## src/rtl/accum_share_sched.sv

```systemverilog
// accum_share_sched: round-robin shared accumulate/bypass/load datapath with per-requester contexts and one registered response
module accum_share_sched #(
   parameter int NREQ  = 4,
   parameter int WIDTH = 32,
   parameter int IDW   = $clog2(NREQ)
) (
   input  logic                  clk,
   input  logic                  rst,
   input  logic [NREQ-1:0]       req_valid,
   output logic [NREQ-1:0]       req_ready,
   input  logic [NREQ*WIDTH-1:0] req_data,
   input  logic [NREQ-1:0]       req_bypass,
   input  logic [NREQ-1:0]       req_load,
   output logic                  rsp_valid,
   input  logic                  rsp_ready,
   output logic [IDW-1:0]        rsp_id,
   output logic [WIDTH-1:0]      rsp_data
);
   logic [WIDTH-1:0] ctx_q [NREQ];
   logic [WIDTH-1:0] ctx_d [NREQ];
   logic [IDW-1:0]   rr_q, rr_d, win;
   logic             rsp_valid_q, rsp_valid_d;
   logic [IDW-1:0]   rsp_id_q, rsp_id_d;
   logic [WIDTH-1:0] rsp_data_q, rsp_data_d;
   logic             found, accept;
   logic [IDW:0]     cand;
   logic [WIDTH-1:0] opnd, res;

   // first valid requester found searching upward from rr, wrapping past NREQ-1
   always_comb begin
      found = 1'b0;
      win = '0;
      cand = '0;
      for (int k = 0; k < NREQ; k++) begin
         cand = {1'b0, rr_q} + (IDW+1)'(k);
         cand = (cand >= (IDW+1)'(NREQ)) ? cand - (IDW+1)'(NREQ) : cand;
         if (!found && req_valid[cand[IDW-1:0]]) begin
            found = 1'b1;
            win = cand[IDW-1:0];
         end
      end
   end

   assign accept    = found && (!rsp_valid_q || rsp_ready) && !rst;
   assign req_ready = accept ? (NREQ'(1) << win) : '0;
   assign opnd      = req_data[win*WIDTH +: WIDTH];
   assign res       = (req_load[win] || req_bypass[win]) ? opnd : ctx_q[win] + opnd;

   // next state: update the granted context, advance the pointer, refill or drain the response slot
   always_comb begin
      ctx_d = ctx_q;
      rr_d = rr_q;
      rsp_valid_d = rsp_valid_q && !rsp_ready;
      rsp_id_d = rsp_id_q;
      rsp_data_d = rsp_data_q;
      if (accept) begin
         if (req_load[win] || !req_bypass[win]) ctx_d[win] = res;
         rr_d = (win == IDW'(NREQ-1)) ? '0 : win + 1'b1;
         rsp_valid_d = 1'b1;
         rsp_id_d = win;
         rsp_data_d = res;
      end
   end

   // state registers with synchronous reset
   always_ff @(posedge clk) begin
      if (rst) begin
         ctx_q <= '{default: '0};
         rr_q <= '0;
         rsp_valid_q <= 1'b0;
         rsp_id_q <= '0;
         rsp_data_q <= '0;
      end else begin
         ctx_q <= ctx_d;
         rr_q <= rr_d;
         rsp_valid_q <= rsp_valid_d;
         rsp_id_q <= rsp_id_d;
         rsp_data_q <= rsp_data_d;
      end
   end

   assign rsp_valid = rsp_valid_q;
   assign rsp_id    = rsp_id_q;
   assign rsp_data  = rsp_data_q;
endmodule

```

## config.mk

```make
export PLATFORM = sky130hd
export DESIGN_NAME = accum_share_sched
export DESIGN_NICKNAME = d
export VERILOG_FILES = /design/src/rtl/accum_share_sched.sv
export SDC_FILE = /design/constraint.sdc
export NUM_CORES = 1
export LEC_CHECK = 0
export CORE_ASPECT_RATIO = 0.9
export CORE_UTILIZATION = 58
export DETAILED_ROUTE_END_ITERATION = 10
export GPL_TIMING_DRIVEN = 0
export PLACE_DENSITY = 0.86
export SYNTH_ARGS = -nofsm -noshare
export SYNTH_HDL_FRONTEND = slang
export SYNTH_SLANG_ARGS = --single-unit
export TNS_END_PERCENT = 5
```

## constraint.sdc

```tcl
create_clock -name clk -period 10.21 [get_ports clk]
set_input_delay 2.042 -clock clk [delete_from_list [all_inputs] [get_ports clk]]
set_output_delay 2.042 -clock clk [all_outputs]
set_load 0.01 [all_outputs]
```

==> qor.csv <==
stage,metric,value,unit
cts,clk_pin_slew_worst_paths,70,ps
placement,numPortBuffers,180,
finish,final_cell_mix,"nand2_1, clkdlybuf4s50_1, dfxtp_1",
floorplan,fp.dieArea,17700,um^2
logic_synthesis,synth_edf_count,0,
logic_synthesis,syn_area,9990,um^2
global_route,gr-total-overflow,0,
setup_path,cp.required,10500,ps
power_and_ir_drop,vdd_drop_max,173,uV
detailed_routing,drc,0,
finish,nNetsFinal,1782,
logic_synthesis,avgSynthCellArea,7.10,um^2
timing,maxSlewViolCount,0,
setup_path,cp-start-kind,primary input,
power_and_ir_drop,p_leak,4.99,nW
placement,dpl.hpwl,26600,um
setup_path,crit_path_top_delay_cell,xnor2_1,
placement,placed_cells,1798,
finish,antennaDiodeCount,0,
cts,cts_sinks,165,
cts,post-cts-setup-buffer-count,0,
global_route,grt_pass1_wl,56200,um
floorplan,std_cell_rows,45,
timing,timing.fmax,104,MHz
global_route,antenna_found_initial,0,
detailed_routing,ant_nets,0,
detailed_routing,vias,11600,
timing,setup-violations-final,0,
timing,worstMarginPinSlew,1280,ps
timing,rsz0062_at_grt,no,
setup_path,path_max_fanout,10,
placement,place_congestion,0.985,
finish,area_delta_synth_final,27.2,%
timing,finalCriticalPeriod,9650,ps
cts,cts_resized,0,
global_route,grt_max_degree,17,
cts,tritoncts,yes,
setup_path,cp_cell_sequence,clkdlybuf4s50_1 > nor2_2 > nor4b_4 > nor2_1 > clkbuf_1 > clkbuf_1 > buf_1 > clkbuf_1 > buf_1 > mux2i_1 > mux2i_1 > ha_1 > a21o_1 > a21oi_1 > nand2b_1 > a21o_1 > maj3_1 > o311a_1 > a211o_1 > o31ai_1 > a41oi_1 > mux2i_1 > xnor2_1 > a21oi_1,
timing,relSlewSlack,14.2,%
setup_path,arrival,9930,ps
detailed_routing,wirelength,36500,um
cts,cts.htree.levels,4,
detailed_routing,wl_per_cell,20.0,um
logic_synthesis,ys_async_sr_fraction,0,%
cts,ctsLongestPathBuffers,2,
outcome,status,"complete, no violations",
floorplan,chipHeight,126,um
power_and_ir_drop,p_per_area,287,nW/um^2
hold_path,hold_path.class,flip-flop to flip-flop,
floorplan,core,16800,um^2
timing,hold_violations,0,
cts,cts-root-buf,clkbuf_16,
global_route,grtUsageTotal,40.7,%
setup_path,crit_type,primary input to flip-flop,
logic_synthesis,synth_nets,1583,
detailed_routing,viasPerCell,6.33,
setup_path,setup.worst_path.end_class,flip-flop,
global_route,first_global_vias,10800,
finish,drive_above_1_share,4.32,%
cts,clkLatencyLatePin,430,ps
timing,holdWs,457,ps
logic_synthesis,ys_seq_area_share,33.1,%
run,drv_cap,0,
detailed_routing,drt_iter0_markers,1406,
floorplan,initial_core_util,59.3,%
finish,stdcell_count,1830,
power_and_ir_drop,power.total,3.64,mW
floorplan,io_pins,182,
finish,layout_commonest_cell,nand2_1,
detailed_routing,first_pass_iters,6,
timing,min_period_over_period,94.5,%
logic_synthesis,ys_ff_latch,165,
timing,tns,0,ps
cts,hold_buffers,0,
setup_path,slowest_delay,700,ps
cts,cts_buffers,17,
timing,finalClockSkew,9.95,ps
logic_synthesis,yosysUniqueCellTypes,62,
logic_synthesis,syn_inst,1407,
logic_synthesis,yosysWarningCount,0,
floorplan,die_w,140,um
finish,postLayoutCoreUtil,75.4,%
logic_synthesis,synth_flop_cell,dfxtp_1,
kinds of logic (layout without fill, tap and decap cells):
kind of cell             count (synthesis)  count (layout)  share of synthesized area [%]
multiplexers                            15              15                           1.50
adder cells (fa/ha/maj)                 37              37                           4.62
AO/OA/AOI/OAI                          350             350                           22.3
XOR/XNOR                                36              36                           3.16
AND/OR/NAND/NOR                        672             672                           30.0
flip-flops                             165             165                           33.1
buffers and inverters                  132             344                           5.29
routing by layer:
| metal | GRT usage, % | up-vias | wire [um] |
|---|---|---|---|
| met3 | 9.78 | 124 | 4610 |
| met5 | 0 | - | 0 |
| met2 | 63.8 | 799 | 15800 |
| li1 | - | 5314 | - |
| met1 | 54.1 | 5350 | 14800 |
| met4 | 15.7 | 0 | 1260 |
synthesized netlist by cell type (all sizes together), types with 3 or more instances:
master  number  share of area, %
a221oi       9              0.96
mux2i       15               1.5
buf         22               1.2
nor4         8              0.65
nor2       152               5.7
o21bai       4              0.34
a211oi      50               3.9
nand4        3              0.19
a32oi        4              0.50
maj3         4              0.41
o21ai      110               5.5
a41oi        3              0.34
or3          4              0.25
a31oi       56               3.6
o31ai        5              0.38
nor3        42               2.1
ha          32               4.0
and2        13              0.81
xor2        15               1.3
nand2      294                11
and3        56               3.5
clkbuf      89               3.3
a21oi       70               3.5
nand2b      16               1.0
nand3       65               3.3
nor2b       12              0.75
a211o        4              0.35
a31o         6              0.53
inv         21              0.79
a21o        16               1.2
xnor2       21               1.8
dfxtp      165                33
state kept, by name, summed over array words and instances (netlist names):
register and cells:
ctx_q 128, rsp_data 32, rr_q 2, rsp_id 2, rsp_valid 1
critical path, delay by kind of cell:
| kind | cells | cell delay [ps] |
|---|---|---|
| buf+inv | 6 | 2930 |
| compound gates | 8 | 1860 |
| simple gates | 4 | 960 |
| fa+ha+maj | 2 | 790 |
| xor+xnor | 1 | 700 |
| mux | 3 | 630 |
final timing paths:
kind              slack, ps  cells past startpoint                     start                  endpoint
hold / removal          460                      2  rsp_data[7]$_SDFFE_PP0P_  rsp_data[7]$_SDFFE_PP0P_
setup / recovery        560                     24              req_valid[1]   ctx_q[127]$_SDFFE_PP0P_
hold reg to reg         460                      2  rsp_data[7]$_SDFFE_PP0P_  rsp_data[7]$_SDFFE_PP0P_
setup reg to reg       2430                     24      rr_q[0]$_SDFFE_PP0P_   ctx_q[127]$_SDFFE_PP0P_
metrics by stage:
stage / instance area, um^2 / worst slack (ps)
floorplan: 9990 / 2770
global placement: 12100 / 52.5
detailed placement: 12100 / -8.48
CTS: 12700 / 345
global route: 12700 / 107
finish: 12700 / 562
cell type report:
cell class	instances	area, um^2
plain buffers	111	450
fillers	1324	4130
clock buffers	21	460
inverters	21	78.8
well taps	211	264
repair buffers	180	1800
clock inverters	11	171
multi-input cells	1110	6170
flip-flops and latches	165	3300
power by group:
group          internal, mW  leakage, nW  switching (mW)
Combinational         0.752         3.33            1.34
Sequential            0.776         1.35          0.0782
Clock                 0.424        0.304           0.271
Total                  1.95         4.99            1.69
Note: power is estimated with default switching activity, not from simulation.
